==> config.mk <==
export PLATFORM = sky130hd
export DESIGN_NAME = easyaxi_wr_slv
export DESIGN_NICKNAME = d
export VERILOG_FILES = /design/src/rtl/easyaxi_pkg.sv /design/src/rtl/easyaxi_sync_fifo.sv /design/src/rtl/easyaxi_wr_slv.sv
export SDC_FILE = /design/constraint.sdc
export NUM_CORES = 1
export LEC_CHECK = 0
export BUFFER_PORTS_ARGS = -buffer_cell sky130_fd_sc_hd__buf_2
export CORE_MARGIN = 4
export CORE_UTILIZATION = 52
export CTS_BUF_LIST = sky130_fd_sc_hd__clkbuf_4 sky130_fd_sc_hd__clkbuf_8
export DETAILED_ROUTE_END_ITERATION = 6
export PLACE_DENSITY = 0.69
export SETUP_SLACK_MARGIN = 0.2
export SLEW_MARGIN = 10
export SYNTH_ARGS = -nofsm -noshare
export SYNTH_HDL_FRONTEND = slang
export SYNTH_SLANG_ARGS = --single-unit
==> constraint.sdc <==
create_clock -name clk -period 22.3 [get_ports clk]
set_clock_uncertainty 0.15 [all_clocks]
set_input_delay 2.23 -clock clk [delete_from_list [all_inputs] [get_ports clk]]
set_output_delay 2.23 -clock clk [all_outputs]
set_load 0.02 [all_outputs]
==> src/rtl/easyaxi_pkg.sv <==
// Shared widths, burst/response encodings, FSM states and AW request layout for the easyaxi slaves.
package easyaxi_pkg;

   localparam int AXI_ID_W    = 4;
   localparam int AXI_ADDR_W  = 32;
   localparam int AXI_LEN_W   = 8;
   localparam int AXI_SIZE_W  = 3;
   localparam int AXI_BURST_W = 2;
   localparam int AXI_DATA_W  = 32;
   localparam int AXI_STRB_W  = AXI_DATA_W / 8;
   localparam int AXI_RESP_W  = 2;

   localparam logic [AXI_BURST_W-1:0] BURST_FIXED = 2'd0;
   localparam logic [AXI_BURST_W-1:0] BURST_INCR  = 2'd1;
   localparam logic [AXI_BURST_W-1:0] BURST_WRAP  = 2'd2;
   localparam logic [AXI_BURST_W-1:0] BURST_RSVD  = 2'd3;

   localparam logic [AXI_RESP_W-1:0] RESP_OKAY   = 2'b00;
   localparam logic [AXI_RESP_W-1:0] RESP_SLVERR = 2'b10;

   typedef enum logic [1:0] {
      ST_IDLE = 2'd0,
      ST_DATA = 2'd1,
      ST_RESP = 2'd2
   } wr_state_e;

   typedef struct packed {
      logic [AXI_ID_W-1:0]    id;
      logic [AXI_ADDR_W-1:0]  addr;
      logic [AXI_LEN_W-1:0]   len;
      logic [AXI_SIZE_W-1:0]  size;
      logic [AXI_BURST_W-1:0] burst;
   } aw_req_t;

   // WRAP only defines 2, 4, 8 or 16 beat bursts; anything else is flagged but still consumed.
   function automatic logic burst_illegal(input logic [AXI_BURST_W-1:0] burst,
                                          input logic [AXI_LEN_W-1:0]   len);
      burst_illegal = (burst == BURST_RSVD) ||
                      ((burst == BURST_WRAP) &&
                       !(len == 8'd1 || len == 8'd3 || len == 8'd7 || len == 8'd15));
   endfunction

endpackage

==> src/rtl/easyaxi_sync_fifo.sv <==
// Single-clock FIFO with registered occupancy count; holds outstanding AW requests.
module easyaxi_sync_fifo #(
   parameter int WIDTH = 8,
   parameter int DEPTH = 4
) (
   input  logic             clk,
   input  logic             rst,
   input  logic             i_push,
   input  logic [WIDTH-1:0] i_data,
   input  logic             i_pop,
   output logic [WIDTH-1:0] o_data,
   output logic             o_full,
   output logic             o_empty
);

   localparam int PTR_W = $clog2(DEPTH);
   localparam int CNT_W = PTR_W + 1;

   logic [WIDTH-1:0] r_mem [DEPTH];
   logic [PTR_W-1:0] r_wr_ptr;
   logic [PTR_W-1:0] r_rd_ptr;
   logic [CNT_W-1:0] r_count;

   // NOTE: storage is deliberately not reset; the count gates every use of it.
   always_ff @(posedge clk) begin
      if (i_push) r_mem[r_wr_ptr] <= i_data;
   end

   always_ff @(posedge clk or posedge rst) begin
      if (rst) begin
         r_wr_ptr <= '0;
         r_rd_ptr <= '0;
         r_count  <= '0;
      end else begin
         if (i_push) r_wr_ptr <= r_wr_ptr + PTR_W'(1);
         if (i_pop)  r_rd_ptr <= r_rd_ptr + PTR_W'(1);
         if (i_push && !i_pop)      r_count <= r_count + CNT_W'(1);
         else if (i_pop && !i_push) r_count <= r_count - CNT_W'(1);
      end
   end

   assign o_data  = r_mem[r_rd_ptr];
   assign o_full  = (r_count == CNT_W'(DEPTH));
   assign o_empty = (r_count == '0);

endmodule

==> src/rtl/easyaxi_wr_slv.sv <==
// AXI write-channel slave: queues AW, absorbs W bursts into a register memory, answers on B.
// Build option: define EASYAXI_WLAST_CHECK_EN to report wlast/awlen disagreement as SLVERR.
module easyaxi_wr_slv
   import easyaxi_pkg::*;
#(
   parameter int OST_DEPTH = 4,
   parameter int MEM_DEPTH = 16
) (
   input  logic                         clk,
   input  logic                         rst,
   input  logic                         enable,
   input  logic                         axi_slv_awvalid,
   output logic                         axi_slv_awready,
   input  logic [AXI_ID_W-1:0]          axi_slv_awid,
   input  logic [AXI_ADDR_W-1:0]        axi_slv_awaddr,
   input  logic [AXI_LEN_W-1:0]         axi_slv_awlen,
   input  logic [AXI_SIZE_W-1:0]        axi_slv_awsize,
   input  logic [AXI_BURST_W-1:0]       axi_slv_awburst,
   input  logic                         axi_slv_wvalid,
   output logic                         axi_slv_wready,
   input  logic [AXI_DATA_W-1:0]        axi_slv_wdata,
   input  logic [AXI_STRB_W-1:0]        axi_slv_wstrb,
   input  logic                         axi_slv_wlast,
   output logic                         axi_slv_bvalid,
   input  logic                         axi_slv_bready,
   output logic [AXI_ID_W-1:0]          axi_slv_bid,
   output logic [AXI_RESP_W-1:0]        axi_slv_bresp,
   input  logic [$clog2(MEM_DEPTH)-1:0] mem_rd_addr,
   output logic [AXI_DATA_W-1:0]        mem_rd_data
);

   localparam int LSB   = $clog2(AXI_STRB_W);
   localparam int IDX_W = $clog2(MEM_DEPTH);
   localparam logic [AXI_ADDR_W-1:0] MEM_BYTES = AXI_ADDR_W'(MEM_DEPTH * AXI_STRB_W);

   wr_state_e             r_state, w_state_nxt;
   aw_req_t               w_aw_in, w_head, r_req;
   logic                  w_full, w_empty, w_push, w_pop, w_load, w_wbeat;
   logic                  w_last_beat, w_last_err, w_beat_err;
   logic [AXI_LEN_W-1:0]  r_beat_cnt;
   logic                  r_err;
   logic [AXI_DATA_W-1:0] r_mem [MEM_DEPTH];

   function automatic logic [AXI_ADDR_W-1:0] next_addr(input aw_req_t req);
      logic [AXI_ADDR_W-1:0] step, incr, mask;
      step = AXI_ADDR_W'(1) << req.size;
      incr = req.addr + step;
      mask = ((AXI_ADDR_W'(req.len) + AXI_ADDR_W'(1)) << req.size) - AXI_ADDR_W'(1);
      next_addr = incr;
      if (req.burst == BURST_FIXED)
         next_addr = req.addr;
      else if (req.burst == BURST_WRAP && !burst_illegal(req.burst, req.len))
         next_addr = (req.addr & ~mask) | (incr & mask);
   endfunction

   assign axi_slv_awready = enable & ~w_full & ~rst;
   assign w_push  = axi_slv_awvalid & axi_slv_awready;
   assign w_pop   = axi_slv_bvalid & axi_slv_bready;
   assign w_aw_in = '{id: axi_slv_awid, addr: axi_slv_awaddr, len: axi_slv_awlen,
                      size: axi_slv_awsize, burst: axi_slv_awburst};

   easyaxi_sync_fifo #(
      .WIDTH ($bits(aw_req_t)),
      .DEPTH (OST_DEPTH)
   ) u_aw_fifo (
      .clk     (clk),
      .rst     (rst),
      .i_push  (w_push),
      .i_data  (w_aw_in),
      .i_pop   (w_pop),
      .o_data  (w_head),
      .o_full  (w_full),
      .o_empty (w_empty)
   );

   always_ff @(posedge clk or posedge rst) begin
      if (rst) r_state <= ST_IDLE;
      else     r_state <= w_state_nxt;
   end

   // NOTE: every output of this block gets a default first, so no latch can be inferred.
   always_comb begin
      w_state_nxt    = r_state;
      axi_slv_wready = 1'b0;
      axi_slv_bvalid = 1'b0;
      unique case (r_state)
         ST_IDLE: if (!w_empty) w_state_nxt = ST_DATA;
         ST_DATA: begin
            axi_slv_wready = enable;
            if (enable && axi_slv_wvalid && w_last_beat) w_state_nxt = ST_RESP;
         end
         ST_RESP: begin
            axi_slv_bvalid = 1'b1;
            if (axi_slv_bready) w_state_nxt = ST_IDLE;
         end
         default: w_state_nxt = ST_IDLE;
      endcase
   end

   assign w_load      = (r_state == ST_IDLE) & ~w_empty;
   assign w_wbeat     = axi_slv_wvalid & axi_slv_wready;
   assign w_last_beat = (r_beat_cnt == r_req.len);

`ifdef EASYAXI_WLAST_CHECK_EN
   assign w_last_err = axi_slv_wlast ^ w_last_beat;
`else
   logic w_unused_wlast;
   assign w_unused_wlast = axi_slv_wlast;
   assign w_last_err     = 1'b0;
`endif
   assign w_beat_err = (r_req.addr >= MEM_BYTES) | w_last_err;

   // NOTE: this memory is reset on purpose -- an async reset must leave it all-zero at once.
   always_ff @(posedge clk or posedge rst) begin
      if (rst) begin
         r_req      <= '0;
         r_beat_cnt <= '0;
         r_err      <= 1'b0;
         for (int i = 0; i < MEM_DEPTH; i++) r_mem[i] <= '0;
      end else if (w_load) begin
         r_req      <= w_head;
         r_beat_cnt <= '0;
         r_err      <= burst_illegal(w_head.burst, w_head.len);
      end else if (w_wbeat) begin
         r_err <= r_err | w_beat_err;
         if (r_req.addr < MEM_BYTES) begin
            for (int b = 0; b < AXI_STRB_W; b++)
               if (axi_slv_wstrb[b])
                  r_mem[r_req.addr[LSB +: IDX_W]][8*b +: 8] <= axi_slv_wdata[8*b +: 8];
         end
         if (!w_last_beat) begin
            r_beat_cnt <= r_beat_cnt + AXI_LEN_W'(1);
            r_req.addr <= next_addr(r_req);
         end
      end
   end

   assign axi_slv_bid   = r_req.id;
   assign axi_slv_bresp = r_err ? RESP_SLVERR : RESP_OKAY;
   assign mem_rd_data   = r_mem[mem_rd_addr];

endmodule
* After elaboration in Yosys (flattened, before gate mapping) *
Memories as Yosys holds them, arrays and structs flattened.
Cells that the tools add are included.
W data, S select, Z words.

word-level totals
  RAM bits = 196
  input port bits = 96
  output and inout bits = 41
  register bits = 579
  memories kept = 1

memories
  name             depth  width  rd ports  clocked after Yosys merged registers in  wr ports  line                     source
  u_aw_fifo.r_mem  4      49     1         0                                        1         easyaxi_sync_fifo.sv:19  logic [WIDTH-1:0] r_mem [DEPTH];

operators by class
  shifts and indexed selects = 2
  add/subtract/negate cells = 8
  magnitude comparators = 5
  multiplexer cells = 49
  bitwise gates (word level) = 17
  equality and inequality tests = 21
  reductions and logical operators = 30

operators with widths
  operator                 count
  $mux W512                13
  $bwmux W512              4
  $demux W32 S4            4
  $mux W32                 8
  $bmux W32 S4             1
  $and A32 B32 Y32         2
  $add A32 B32 Y32         1
  $ge A32 B7 Y1 const B    1
  $lt A32 B7 Y1 const B    1
  $mux W8                  4
  $not A32 Y32             1
  $or A32 B32 Y32          1
  $shl A1 B3 Y32 const A   1
  $shl A9 B3 Y32           1
  $sub A32 B1 Y32 const B  1
  $mux W24                 1
  $eq A8 B1 Y1 const B     2
  $eq A8 B2 Y1 const B     2
  $eq A8 B3 Y1 const B     2
  $eq A8 B4 Y1 const B     2
  $mux W16                 1
  $eq A2 B2 Y1 const B     5
  $ge A5 B5 Y1 const B     2
  $ne A2 B2 Y1 const B     5
  other kinds (25)         66

* Logic depth before layout (Yosys ltp) *
  depth in word-level cells = 22
  gate-level depth with buffers = 17
  gate-level depth less buffers = 15

* Modules after synthesis *
Synthesis repeated with hierarchy kept, for this count alone.

unflattened totals
  cells, all modules = 2296
  area total of the unflattened synthesis = 35376.4 um2

by module, submodules not included
  module             instances  area an instance (um2)  sequential area each (um2)  cells each
  easyaxi_wr_slv     1          27849.2                 14313.7                     2004
  easyaxi_sync_fifo  1          7527.2                  6060.8                      292

* Worst setup path after synthesis *
No wires, ideal clock.

  kind = input to output
  from = input rst
  to = output axi_slv_awready
  data required time = 19.920 ns
  cell stages on the path = 2
  arrival time = 15.717 ns
  path slack = 4.203 ns
  cells stage by stage = inv_1 -> o311a_1

between the ends
  cells in the longest elaborated chain, start to end = 2

ends and longest elaborated chain
  element        line                  source
  from (decl)    easyaxi_wr_slv.sv:10  input logic rst,
  $not A1 Y1     easyaxi_wr_slv.sv:56  assign axi_slv_awready = enable & ~w_full & ~rst;
  $and A1 B1 Y1  easyaxi_wr_slv.sv:56
  to (decl)      easyaxi_wr_slv.sv:13  output logic axi_slv_awready,

Every way passes these cells.

* Worst setup path after layout *
  from = input mem_rd_addr[1]
  to = output mem_rd_data[17]

between the ends
  cells in the longest elaborated chain, start to end = 4

ends and longest elaborated chain
  element                                      line                   source
  from (decl)                                  easyaxi_wr_slv.sv:28   input logic [$clog2(MEM_DEPTH)-1:0] mem_rd_addr,
  $not A4 Y5 (implied by the code)             easyaxi_wr_slv.sv:140  assign mem_rd_data = r_mem[mem_rd_addr];
  $bmux W32 S4                                 easyaxi_wr_slv.sv:140
  $mux W32 (implied by the code) (2 in a row)  easyaxi_wr_slv.sv:140
  to (decl)                                    easyaxi_wr_slv.sv:29   output logic [AXI_DATA_W-1:0] mem_rd_data

Every way passes these cells. The select of a mux whose other input is x is not followed.

==> impl_metrics.env <==
export IMPL_antenna_found_initial=9
export IMPL_dp_cells=3185
export IMPL_final_nets=2562
export IMPL_busiest_layer="met2"
export IMPL_fin_area_sq_um=39460
export IMPL_synth_top_cell_by_area="dfrtp_1"
export IMPL_timing_final_crit_share=0.3364
export IMPL_root_buffer="clkbuf_8"
export IMPL_core_region_area_sq_um=67160
export IMPL_dpl_instance_area_sq_um=36650
export IMPL_p_per_area_nw_per_um2=90.58
export IMPL_grt_max_degree=158
export IMPL_synth_cells=2290
export IMPL_yosysWarnings=0
export IMPL_grt_pass1_vias=21860
export IMPL_synth_edf_count=196
export IMPL_required_ps=19920
export IMPL_wire_per_inst_um=22.82
export IMPL_min_path_type="reg -> reg"
export IMPL_critPathLaunch="mem_rd_addr[1]"
export IMPL_ir_worst_vdd_uv=61.57
export IMPL_io_pins=137
export IMPL_final_common_cell="dfrtp_1"
export IMPL_tightest_slew_ps=1224
export IMPL_post_route_util=0.5876
export IMPL_critPathArrivalTime_ps=5120
export IMPL_place_gp_congestion=0.8674
export IMPL_report_final_hold_viol_count=0
export IMPL_finalSetupTns_ps=0
export IMPL_drtPass1Iterations=6
export IMPL_synth_main_ff_cell="dfrtp_1"
export IMPL_num_fill_cells=5148
export IMPL_min_path_cells=2
export IMPL_cp_start_kind="input pin"
export IMPL_post_cts_buffers=0
export IMPL_cts_sinks=775
export IMPL_grt_pass1_wl_mm=123.8
export IMPL_ys_async_sr_fraction=0.7471
export IMPL_placementRows=95
export IMPL_cp_max_fo=65
export IMPL_ctsHoldBuffers=0
export IMPL_ys_types=74
export IMPL_numCtsBuffers=132
export IMPL_maxCapViolCount=0
export IMPL_period_minus_slack_ps=7503
export IMPL_final_cell_mix="dfrtp_1 (577), mux2_2 (515), mux4_2 (209)"
export IMPL_use_met1=0.2850
export IMPL_whs_ps=321.3
export IMPL_cp_end_kind="output pin"
export IMPL_ant_nets=0
export IMPL_fmax_mhz=133.3
export IMPL_post_cts_resized=0
export IMPL_start_util=0.5246
export IMPL_die_x_um=268.3
export IMPL_reg2reg_slack_ps=17760
export IMPL_clk_latency_ps=760
export IMPL_syn_avg_cell_area_sq_um=15.38
export IMPL_grtUsageMet3=0.04743
export IMPL_dp_hpwl_mm=49.07
export IMPL_drt_vias_per_instance=5.969
export IMPL_yosysSeqAreaShare=0.5783
export IMPL_synthesis_nets=2406
export IMPL_drc=0
export IMPL_cts_tree="done"
export IMPL_p_leak_nw=17.71
export IMPL_grt_ovfl_total=0
export IMPL_grtUsageTotal=0.2226
export IMPL_fin_cells=3428
export IMPL_io_buffers=134
export IMPL_fp_dieH_um=268.3
export IMPL_max_slew_margin=0.1777
export IMPL_wirelength_mm=78.24
export IMPL_dieArea_sq_um=71980
export IMPL_max_clock_path_buffers=3
export IMPL_synth_top_cell_area_share=0.4113
export IMPL_syn_to_final_growth_pct=12.01
export IMPL_met2_usage=0.3851
export IMPL_synth_area_top_cells="dfrtp_1 (41%), edfxtp_1 (17%), mux2_2 (16%)"
export IMPL_setup_viol=0
export IMPL_drive_above_1_share=0.4441
export IMPL_status="complete, no violations"
export IMPL_r2r_start="r_req[5]"
export IMPL_clk_pin_slew_ps=60
export IMPL_vias=20460
export IMPL_critical_path_class="in -> out"
export IMPL_ys_ff_latch=775
export IMPL_drv_slew=0
export IMPL_h_tree_depth=4
export IMPL_crit_path_end="mem_rd_data[17]"
export IMPL_rsz0062_at_grt="no"
export IMPL_synth_area_sq_um=35230
export IMPL_drt_iter0_markers=1445
export IMPL_worstRegToRegCells=13
## logic make-up (layout without fill, tap and decap cells)
| family | count (synthesis) | count (layout) | synth area share |
|---|---|---|---|
| AOI/OAI and AO/OA | 190 | 190 | 0.03566 |
| xor gates and xnor gates | 38 | 38 | 0.009447 |
| adders and majority gates | 20 | 20 | 0.007529 |
| buffers and inverters | 158 | 417 | 0.01808 |
| DFF | 775 | 775 | 0.5783 |
| muxes | 729 | 729 | 0.2996 |
| other | 1 | 7 | 0.0001064 |
| and+or+nand+nor | 379 | 379 | 0.05125 |
## where the power goes
group	internal, mW	leakage (nW)	switching, mW	total, mW
clock	0.748	1.46	0.574	1.32
combinational	0.235	6.54	0.384	0.619
sequential	1.53	9.71	0.108	1.63
total	2.51	17.7	1.07	3.57
## registers in the layout (all words and copies together), names as in the netlist, named ones only
name                cells
r_mem                 512
r_req                  13
u_aw_fifo.r_wr_ptr      2
u_aw_fifo.r_count       3
axi_slv_bid             4
u_aw_fifo.r_mem       196
u_aw_fifo.r_rd_ptr      2
r_state                 2
r_beat_cnt              8
r_err                   1
## worst max-delay path: stages
cell	delay (ps)
buf_4	750
buf_4	900
mux4_2	430
mux4_2	540
buf_2	190
## layer usage
metal | wire [um] | vias up
li1 | - | 9058
met1 | 32200 | 10730
met2 | 40480 | 530
met3 | 3830 | 140
met4 | 1709 | 4
met5 | 26 | -
## cells in the mapped netlist, drive strengths merged, types with 6 or more instances
cell type,instances
buf,41
xnor2,19
dfrtp,579
nor3,18
o211ai,11
nand2b,9
nor2b,15
a22oi,7
a31oi,7
mux4,209
o22ai,9
clkbuf,91
or3,6
mux2,515
o21ai,42
nand3,27
and2,13
nand4,12
o22a,6
inv,25
xor2,19
nor2,63
ha,18
nand2,167
and3,13
nor4,22
a21oi,58
edfxtp,196
o311ai,6
## worst min path at each step
stage                     slack [ps]            from        endpoint
after global placement           310  axi_slv_bid[2]  axi_slv_bid[2]
after detailed placement         320  axi_slv_bid[2]  axi_slv_bid[2]
after global routing             360      r_mem[176]      r_mem[176]
after CTS                        330  axi_slv_bid[2]  axi_slv_bid[2]
after floorplan                  300  axi_slv_bid[0]  axi_slv_bid[0]
final                            320  axi_slv_bid[2]  axi_slv_bid[2]
## through the flow
step           power [mW]  setup slack [ps]
6_report            3.575             14800
5_1_grt             3.757             14720
4_1_cts             3.606             14790
3_5_place_dp        2.272             14800
3_3_place_gp        2.247             14770
2_1_floorplan       2.108              3701
## final cells by class
| class | count | area (sq um) | area share |
|---|---|---|---|
| diodes | 6 | 15.01 | 0.0003805 |
| clock buffers | 203 | 2519 | 0.06382 |
| flip-flops and latches | 775 | 20380 | 0.5164 |
| multi-input cells | 1357 | 14230 | 0.3607 |
| repair buffers | 154 | 844.6 | 0.02140 |
| well taps | 873 | 1092 | 0.02768 |
| inverters | 26 | 105.1 | 0.002663 |
| clock inverters | 34 | 275.3 | 0.006975 |
(Power assumes the default switching activity.)
